--- config.mk ---
export PLATFORM = sky130hd
export DESIGN_NAME = uart_video_cfg_ctrl
export DESIGN_NICKNAME = d
export VERILOG_FILES = /design/src/rtl/uart_video_cfg_pkg.sv /design/src/rtl/cfg_timeout_timer.sv /design/src/rtl/uart_video_cfg_ctrl.sv
export SDC_FILE = /design/constraint.sdc
export NUM_CORES = 1
export LEC_CHECK = 0
export CAP_MARGIN = 20
export CELL_PAD_IN_SITES_DETAIL_PLACEMENT = 1
export CELL_PAD_IN_SITES_GLOBAL_PLACEMENT = 1
export CORE_AREA = 2 2 130 132
export CTS_CLUSTER_DIAMETER = 200
export DETAILED_ROUTE_END_ITERATION = 16
export DIE_AREA = 0 0 132 134
export GPL_ROUTABILITY_DRIVEN = 0
export PLACE_DENSITY_LB_ADDON = 0.1
export RECOVER_POWER = 25
export SETUP_SLACK_MARGIN = 0.2
export SLEW_MARGIN = 20
export SYNTH_ARGS = -nofsm -noshare
export SYNTH_HDL_FRONTEND = slang
export SYNTH_HIERARCHICAL = 1
export SYNTH_SLANG_ARGS = --single-unit
--- constraint.sdc ---
create_clock -name I_clk -period 3.75 [get_ports I_clk]
set_input_delay 1.125 -clock I_clk [delete_from_list [all_inputs] [get_ports I_clk]]
set_output_delay 1.125 -clock I_clk [all_outputs]
set_load 0.01 [all_outputs]
--- src/rtl/uart_video_cfg_pkg.sv ---
// Shared types and constants for the UART video configuration controller:
// FSM states, command/response codes, pattern codes and payload lengths.
package uart_video_cfg_pkg;

    typedef enum logic [2:0] {
        ST_IDLE,
        ST_CMD,
        ST_PAYLOAD,
        ST_CHECK,
        ST_RESP,
        ST_RESP2
    } state_t;

    localparam logic [7:0] CMD_SET_PATTERN = 8'h01;
    localparam logic [7:0] CMD_SET_COLOR   = 8'h02;
    localparam logic [7:0] CMD_GET_STATUS  = 8'h03;

    localparam logic [7:0] RESP_ACK = 8'h06;
    localparam logic [7:0] RESP_NAK = 8'h15;

    localparam logic [1:0] PAT_BARS     = 2'd0;
    localparam logic [1:0] PAT_SOLID    = 2'd1;
    localparam logic [1:0] PAT_GRADIENT = 2'd2;
    localparam logic [1:0] PAT_BLACK    = 2'd3;

    localparam logic [2:0] LEN_SET_PATTERN = 3'd1;
    localparam logic [2:0] LEN_SET_COLOR   = 3'd4;
    localparam logic [2:0] LEN_GET_STATUS  = 3'd0;

    // First payload byte carries a small field; its unused upper bits must be zero.
    function automatic logic reserved_bits_ok(input logic [7:0] cmd, input logic [7:0] first);
        case (cmd)
            CMD_SET_PATTERN: reserved_bits_ok = (first[7:2] == 6'd0);
            CMD_SET_COLOR:   reserved_bits_ok = (first[7:3] == 5'd0);
            default:         reserved_bits_ok = 1'b1;
        endcase
    endfunction

endpackage

--- src/rtl/cfg_timeout_timer.sv ---
// Inter-byte watchdog: reloads on clear, counts down while run is high and
// flags expire once LIMIT running cycles pass without a clear.
module cfg_timeout_timer #(
    parameter int unsigned LIMIT = 54000
) (
    input  logic clk,
    input  logic rst_n,
    input  logic clear,
    input  logic run,
    output logic expire
);
    localparam int W = $clog2(LIMIT + 1);
    localparam logic [W-1:0] RELOAD = W'(LIMIT - 1);

    logic [W-1:0] cnt_reg;

    always_ff @(posedge clk or negedge rst_n) begin
        if (!rst_n) begin
            cnt_reg <= RELOAD;
        end else if (clear) begin
            cnt_reg <= RELOAD;
        end else if (run && cnt_reg != '0) begin
            cnt_reg <= cnt_reg - W'(1);
        end
    end

    assign expire = run && !clear && (cnt_reg == '0);

endmodule

--- src/rtl/uart_video_cfg_ctrl.sv ---
// Packet parser between the UART byte streams and the video colour generator:
// validates SYNC/CMD/payload/CHK frames, applies config and answers ACK/NAK.
module uart_video_cfg_ctrl
    import uart_video_cfg_pkg::*;
#(
    parameter int unsigned CLK_FRE    = 27,
    parameter int unsigned TIMEOUT_US = 2000,
    parameter logic [7:0]  SYNC_BYTE  = 8'hA5
) (
    input  logic        I_clk,
    input  logic        I_rst_n,
    input  logic [7:0]  I_rx_data,
    input  logic        I_rx_data_valid,
    output logic        O_rx_data_ready,
    output logic [7:0]  O_tx_data,
    output logic        O_tx_data_valid,
    input  logic        I_tx_data_ready,
    output logic [1:0]  O_pattern,
    output logic        O_pal_we,
    output logic [2:0]  O_pal_idx,
    output logic [23:0] O_pal_data,
    output logic [7:0]  O_err_cnt
);
    state_t      state_reg;
    logic        rx_ready_reg;
    logic [7:0]  tx_data_reg;
    logic        tx_valid_reg;
    logic [1:0]  pattern_reg;
    logic        pal_we_reg;
    logic [2:0]  pal_idx_reg;
    logic [23:0] pal_data_reg;
    logic [7:0]  err_cnt_reg;
    logic [7:0]  cmd_reg;
    logic [2:0]  len_reg;
    logic [2:0]  idx_reg;
    logic [7:0]  xor_reg;
    logic        bad_reg;
    logic        status_pending_reg;
    logic [7:0]  buf_reg [0:3];

    logic rx_accept;
    logic timer_run;
    logic timeout;
    logic [7:0] err_cnt_next;

    assign rx_accept    = I_rx_data_valid && rx_ready_reg;
    assign timer_run    = (state_reg == ST_CMD) || (state_reg == ST_PAYLOAD) || (state_reg == ST_CHECK);
    assign err_cnt_next = (err_cnt_reg == 8'hFF) ? err_cnt_reg : err_cnt_reg + 8'd1;

    cfg_timeout_timer #(
        .LIMIT(CLK_FRE * TIMEOUT_US)
    ) u_timer (
        .clk   (I_clk),
        .rst_n (I_rst_n),
        .clear (rx_accept),
        .run   (timer_run),
        .expire(timeout)
    );

    always_ff @(posedge I_clk or negedge I_rst_n) begin
        if (!I_rst_n) begin
            state_reg          <= ST_IDLE;
            rx_ready_reg       <= 1'b0;
            tx_data_reg        <= 8'd0;
            tx_valid_reg       <= 1'b0;
            pattern_reg        <= PAT_BARS;
            pal_we_reg         <= 1'b0;
            pal_idx_reg        <= 3'd0;
            pal_data_reg       <= 24'd0;
            err_cnt_reg        <= 8'd0;
            cmd_reg            <= 8'd0;
            len_reg            <= 3'd0;
            idx_reg            <= 3'd0;
            xor_reg            <= 8'd0;
            bad_reg            <= 1'b0;
            status_pending_reg <= 1'b0;
            for (int i = 0; i < 4; i++) buf_reg[i] <= 8'd0;
        end else begin
            pal_we_reg <= 1'b0;
            case (state_reg)
                ST_IDLE: begin
                    rx_ready_reg <= 1'b1;
                    if (rx_accept && I_rx_data == SYNC_BYTE) begin
                        state_reg <= ST_CMD;
                        bad_reg   <= 1'b0;
                    end
                end
                ST_CMD: begin
                    if (timeout) begin
                        state_reg   <= ST_IDLE;
                        err_cnt_reg <= err_cnt_next;
                    end else if (rx_accept) begin
                        cmd_reg <= I_rx_data;
                        xor_reg <= I_rx_data;
                        idx_reg <= 3'd0;
                        case (I_rx_data)
                            CMD_SET_PATTERN: begin len_reg <= LEN_SET_PATTERN; state_reg <= ST_PAYLOAD; end
                            CMD_SET_COLOR:   begin len_reg <= LEN_SET_COLOR;   state_reg <= ST_PAYLOAD; end
                            CMD_GET_STATUS:  begin len_reg <= LEN_GET_STATUS;  state_reg <= ST_CHECK;   end
                            default: begin
                                // Unknown command: treat the next byte as CHK and NAK it.
                                len_reg   <= 3'd0;
                                bad_reg   <= 1'b1;
                                state_reg <= ST_CHECK;
                            end
                        endcase
                    end
                end
                ST_PAYLOAD: begin
                    if (timeout) begin
                        state_reg   <= ST_IDLE;
                        err_cnt_reg <= err_cnt_next;
                    end else if (rx_accept) begin
                        buf_reg[idx_reg[1:0]] <= I_rx_data;
                        xor_reg <= xor_reg ^ I_rx_data;
                        idx_reg <= idx_reg + 3'd1;
                        if (idx_reg == len_reg - 3'd1) state_reg <= ST_CHECK;
                    end
                end
                ST_CHECK: begin
                    if (timeout) begin
                        state_reg   <= ST_IDLE;
                        err_cnt_reg <= err_cnt_next;
                    end else if (rx_accept) begin
                        rx_ready_reg <= 1'b0;
                        tx_valid_reg <= 1'b1;
                        state_reg    <= ST_RESP;
                        if (I_rx_data == xor_reg && !bad_reg && reserved_bits_ok(cmd_reg, buf_reg[0])) begin
                            tx_data_reg        <= RESP_ACK;
                            status_pending_reg <= (cmd_reg == CMD_GET_STATUS);
                            if (cmd_reg == CMD_SET_PATTERN) pattern_reg <= buf_reg[0][1:0];
                            if (cmd_reg == CMD_SET_COLOR) begin
                                pal_we_reg   <= 1'b1;
                                pal_idx_reg  <= buf_reg[0][2:0];
                                pal_data_reg <= {buf_reg[1], buf_reg[2], buf_reg[3]};
                            end
                        end else begin
                            tx_data_reg        <= RESP_NAK;
                            status_pending_reg <= 1'b0;
                            err_cnt_reg        <= err_cnt_next;
                        end
                    end
                end
                ST_RESP: begin
                    if (I_tx_data_ready) begin
                        if (status_pending_reg) begin
                            tx_data_reg <= {err_cnt_reg[5:0], pattern_reg};
                            state_reg   <= ST_RESP2;
                        end else begin
                            tx_valid_reg <= 1'b0;
                            rx_ready_reg <= 1'b1;
                            state_reg    <= ST_IDLE;
                        end
                    end
                end
                ST_RESP2: begin
                    if (I_tx_data_ready) begin
                        tx_valid_reg <= 1'b0;
                        rx_ready_reg <= 1'b1;
                        state_reg    <= ST_IDLE;
                    end
                end
                default: state_reg <= ST_IDLE;
            endcase
        end
    end

    assign O_rx_data_ready = rx_ready_reg;
    assign O_tx_data       = tx_data_reg;
    assign O_tx_data_valid = tx_valid_reg;
    assign O_pattern       = pattern_reg;
    assign O_pal_we        = pal_we_reg;
    assign O_pal_idx       = pal_idx_reg;
    assign O_pal_data      = pal_data_reg;
    assign O_err_cnt       = err_cnt_reg;

endmodule
# [Word level (Yosys, flattened, before mapping)]
# Cells that the tools add are included.
[classes] div_mod_pow=0 muxes=68 n_shift=0 multipliers=0 bitwise_logic=3 eq_ne=33 reduce_logical=39 n_lt_le_gt_ge=2 n_addsub=4
[ops] operator="$mux 8" n=14
[ops] operator="$pmux 8 s2" n=3
[ops] operator="$mux 3" n=15
[ops] operator="$bwmux 32" n=1
[ops] operator="$eq 8x2->1 const B" n=4
[ops] operator="$mux 16" n=2
[ops] operator="$reduce_and 5->1" n=5
[ops] operator="$mux 1" n=24
[ops] operator="$ne 2x2->1 const B" n=12
[ops] operator="$pmux 3 s6" n=1
[ops] operator="$demux 8 s2" n=1
[ops] operator="$eq 8x1->1 const B" n=2
[ops] operator="$eq 8x8->1 const B" n=2
[ops] operator="$logic_not 16->1" n=1
[ops] operator="$reduce_bool 16->1" n=1
[ops] operator="$sub 16x1->16 const B" n=1
[ops] operator="$ne 3x3->1 const B" n=4
[ops] operator="$pmux 3 s2" n=2
[ops] operator="$reduce_and 6->1" n=2
[ops] operator="$reduce_bool 2->1" n=5
[ops] operator="$reduce_and 3->1" n=3
[ops] operator="$add 8x1->8 const B" n=1
[ops] operator="$eq 8x8->1" n=1
[ops] operator="$logic_and 1x1->1" n=8
[ops] operator="other kinds (28)" n=34
[totals] mem_bits_ro=0 mem_bits_rw=0 memories=0 ff_bits=123 in_bits=12 latchBits=0 elab_cells=169

# [Depth between registers and ports, before layout]
[depth] word_depth=12 depth_mapped=13 ltp_nobuf=10

# [Modules after synthesis]
# Netlist, hierarchy kept.
[modules_own_cells] module="uart_video_cfg_ctrl" n_inst=1 seq_area_each_um2=2652.5 cells_each=388 area_each_um2=4616.9
[modules_own_cells] module="cfg_timeout_timer" n_inst=1 seq_area_each_um2=414.1 cells_each=100 area_each_um2=982.2

# [Least setup slack after synthesis]
# No wires, ideal clock.
[synth_path] path_kind="input-to-reg" startpoint="input I_rx_data_valid" endpoint="register err_cnt_reg[3] (netlist: O_err_cnt[3])" arrival_time_ns=3.541 setup_ns=0.128 setup_slack_ns=0.081 stages=12 t_required_ns=3.622 path_buffers=2 cell_sequence="nand2_1 -> inv_1 -> clkbuf_1 -> nor2_1 -> nor4b_1 -> nor2_1 -> and2_1 -> o2111a_1 -> a21bo_2 -> clkbuf_1 -> or3_1 -> xnor2_1"
[synth_between] elab_chain_cells=6 elab_cells_between_ends=10 classes_between="eq/ne (3); mux (2); reduce/logical (5)"
[synth_lines] item="start: declaration" line_no="uart_video_cfg_ctrl.sv:13" source="input logic I_rx_data_valid,"
[synth_lines] item="$logic_and 1x1->1 (*)" line_no="uart_video_cfg_ctrl.sv:46" source="assign rx_accept = I_rx_data_valid && rx_ready_reg;"
[synth_lines] item="via rx_accept" line_no="uart_video_cfg_ctrl.sv:41" source="logic rx_accept;"
[synth_lines] item="$logic_not 1->1 (*)" line_no="cfg_timeout_timer.sv:27" source="assign expire = run && !clear && (cnt_reg == '0);"
[synth_lines] item="$logic_and 1x1->1 (*) (2 in series)" line_no="cfg_timeout_timer.sv:27"
[synth_lines] item="via timeout" line_no="uart_video_cfg_ctrl.sv:43" source="logic timeout;"
[synth_lines] item="$ne 3x3->1 (no source line), or another cell as far along"
[synth_lines] item="$reduce_and 4->1 (no source line) / $pmux 8 s2 (equally long branches)"
[synth_lines] item="end signal: assignment" line_no="uart_video_cfg_ctrl.sv:91" source="err_cnt_reg <= err_cnt_next;"
[synth_lines] item="end signal: assignment" line_no="uart_video_cfg_ctrl.sv:112" source="err_cnt_reg <= err_cnt_next;"
[synth_lines] item="end signal: assignment" line_no="uart_video_cfg_ctrl.sv:123" source="err_cnt_reg <= err_cnt_next;"
[synth_lines] item="end: declaration" line_no="uart_video_cfg_ctrl.sv:32" source="logic [7:0] err_cnt_reg;"
# Mark *: on every way through the listed nets, which the timed path passes. The rest lies on a longest branch.
# A chain may end at the register's enable or synchronous reset.

# [Worst setup path in the final report]
[layout_path] startpoint="input I_rx_data[2]" endpoint="register pattern_reg[0] (netlist: O_pattern[0])"
[layout_between] elab_chain_cells=4
[layout_lines] item="start: declaration" line_no="uart_video_cfg_ctrl.sv:12" source="input logic [7:0] I_rx_data,"
[layout_lines] item="$eq 8x8->1" line_no="uart_video_cfg_ctrl.sv:128" source="if (I_rx_data == xor_reg && !bad_reg && reserved_bits_ok(cmd_reg, buf_reg[0])) begin"
[layout_lines] item="$logic_and 1x1->1 (2 in series)" line_no="uart_video_cfg_ctrl.sv:128"
[layout_lines] item="$reduce_and 5->1 (no source line)"
[layout_lines] item="end signal: assignment" line_no="uart_video_cfg_ctrl.sv:131" source="if (cmd_reg == CMD_SET_PATTERN) pattern_reg <= buf_reg[0][1:0];"
[layout_lines] item="end: declaration" line_no="uart_video_cfg_ctrl.sv:28" source="logic [1:0] pattern_reg;"
# Every way passes these cells.

==> impl_results.md <==
- Post-synth EDFFs: 0
- # fillers: 1778
- Clock-pin slew on the worst setup and hold paths: 60 ps
- Fmax: 316 MHz
- Dpl cells: 773
- Final Power: 4.64 mW
- Die Y: 134 um
- Postcts setup bufs: 0
- Wire per inst: 17.0 um
- Leak Pwr: 3.17 nW
- FF+latch count, synth: 122
- Commonest cells in the netlist: 111 x dfrtp_1, 79 x nand2_1, 66 x mux2_2
- Worst hold margin: 468 ps
- Max-slew headroom: 7.30%
- Num rows: 47
- RSZ-0062 raised after global routing: no
- Final setup vio count: 0
- Min-Delay Path Depth: 2
- First-pass GRT wire length: 23300 um
- Fin crit share: 84.3%
- First drt pass iteration count: 4
- PwrDens: 647 nW/um2
- Req. time, crit path: 4040 ps
- Synth area leaders: dfrtp_1 50%, mux2_2 13%, nand2_1 5.3%
- Die Wd: 132 um
- Post-synth cell types: 54
- Initial Util: 34.4%
- CTS Root Buffer Type: clkbuf_16
- Max-cap viol count: 0
- Async SR Flop Fraction: 100%
- Syn nets: 506
- Post-Syn Instances: 488
- Top-count cell post-synth: dfrtp_1
- Grt ovf: 0
- Hold crit path type: reg2reg
- Yosys top cell by area: dfrtp_1
- PortBufs: 59
- CTS sink cnt: 122
- Crit path time final: 3160 ps
- Max reg flops: 32
- Max Slew Vio Count: 0
- Final net count: 590
- Worst setup SP type: input port
- HP Start: O_tx_data[5]
- Hold Violations, Final: 0
- Vias per cell: 4.90
- Max Clock Skew: 8.46 ps
- Worst setup path start: I_rx_data[2]
- CTS tree: built
- R2R Path Start: u_timer/cnt_reg[4]
- Post-detail-place hpwl: 9450 um
- Hold-fix buffers, CTS: 0
- Layout cells sized above 1: 25.6%
- IO Pins: 60
- Yosys top cell area share: 49.6%
- Average size of a mapped cell: 11.5 um2
- Die area: 17700 um2
- Post-CTS resize count: 0
- CTS Buf Count: 17
- Worst setup EP type: flip-flop
- Seq/Total Area, Yosys: 54.8%
- Area grow syn2layout: 28.0%
- Largest net degree at the start of global routing: 54
- Synth warnings: 6
- Setup TNS: 0 ps
- Initial DRC Count: 145
- Status: complete, no violations
- Non-filler cells, final: 805
- N_diodes: 0
- Crit path max fanout: 3
- Total Wirelength: 13700 um
- CORE AREA: 16300 um2
- Top_reg_cell synth: dfrtp_1
- ANT nets after route: 0
- Cells on worst reg2reg path: 9
- Initial antenna violation count: 0
- Data arrival, critical path: 3450 ps
- Maximum VDD drop: 353 uV
- Bufs on Longest Clock Path: 2
- H-Tree Level Count: 4
- Gr usage total: 16.8%
- Via count: 3945
- Worst-Skew Late Latency: 410 ps
- Post-route DRC violation count: 0
- Worst Max-Slew Pin Slew: 1390 ps
- Cell Area, Synth: 5600 um2
- WS Path Type: in2reg
- Vias in the first global route: 4321
[cell usage in the layout (no fill, tap or decap), types with 7 or more instances in the layout]
master	instances
dfrtp_1	111
nand2_1	79
mux2_2	66
clkdlybuf4s50_1	58
nor2_1	25
buf_4	24
o21ai_0	18
xor2_1	17
clkbuf_16	17
dfstp_2	11
inv_1	10
nand3_1	10
or4_1	9
xnor2_1	9
nor4_1	9
or3_1	9
nor2b_1	9
a21oi_1	7
[power by group]
part | switching, mW | internal [mW] | leakage, nW
Combinational | 0.598 | 0.552 | 1.32
Clock | 0.622 | 0.969 | 0.275
Sequential | 0.251 | 1.65 | 1.58
Total | 1.47 | 3.17 | 3.17
[per-layer routing]
metal / routed length (um) / track usage (%) / part of all wire, %
met5: 0 / 0 / 0
met4: 179 / 6.40 / 1.3
met3: 411 / 3.74 / 3.0
met2: 6750 / 27.6 / 49
met1: 6370 / 21.8 / 46
[final cells by class]
class | count | area (um2) | area share (%)
multi-input cells | 336 | 2410 | 33.7
repair buffers | 85 | 791 | 11.0
well taps | 220 | 275 | 3.84
inverters | 10 | 37.5 | 0.524
clock inverters | 12 | 118 | 1.64
flip-flops and latches | 122 | 3070 | 42.8
clock buffers | 20 | 467 | 6.51
[per-stage QoR]
stage | utilization [%] | instance area [um2] | setup WS [ps]
CTS | 44.1 | 7180 | 433
detailed placement | 40.5 | 6600 | 23.0
global placement | 40.5 | 6600 | 90.8
global route | 44.0 | 7170 | 260
floorplan | - | 5610 | 330
finish | 44.0 | 7170 | 589
[cell families after synthesis]
group                      share of synthesized area [%]
DFF                                                 54.8
adders and majority gates                           1.34
AOI/OAI and AO/OA                                   6.23
and+or+nand+nor                                     17.1
xor gates and xnor gates                            4.07
buffers and inverters                               2.30
muxes                                               14.2
[final timing paths]
check / slack (ps) / endpoint
setup / recovery: 590 / O_pattern[0]
hold / removal: 470 / O_tx_data[5]
setup reg to reg: 650 / O_err_cnt[3]
hold reg to reg: 470 / O_tx_data[5]
max in group asynchronous: 740 / xor_reg[1]
min in group asynchronous: 1020 / u_timer/cnt_reg[11]
[critical path, cell delays in order]
cell and delay, ps:
clkdlybuf4s50_1 440, xnor2_1 280, nand4_1 210, a2111oi_4 400, o211ai_4 140, buf_4 180, nor3_1 290, mux2_2 380
(Power assumes the default switching activity.)
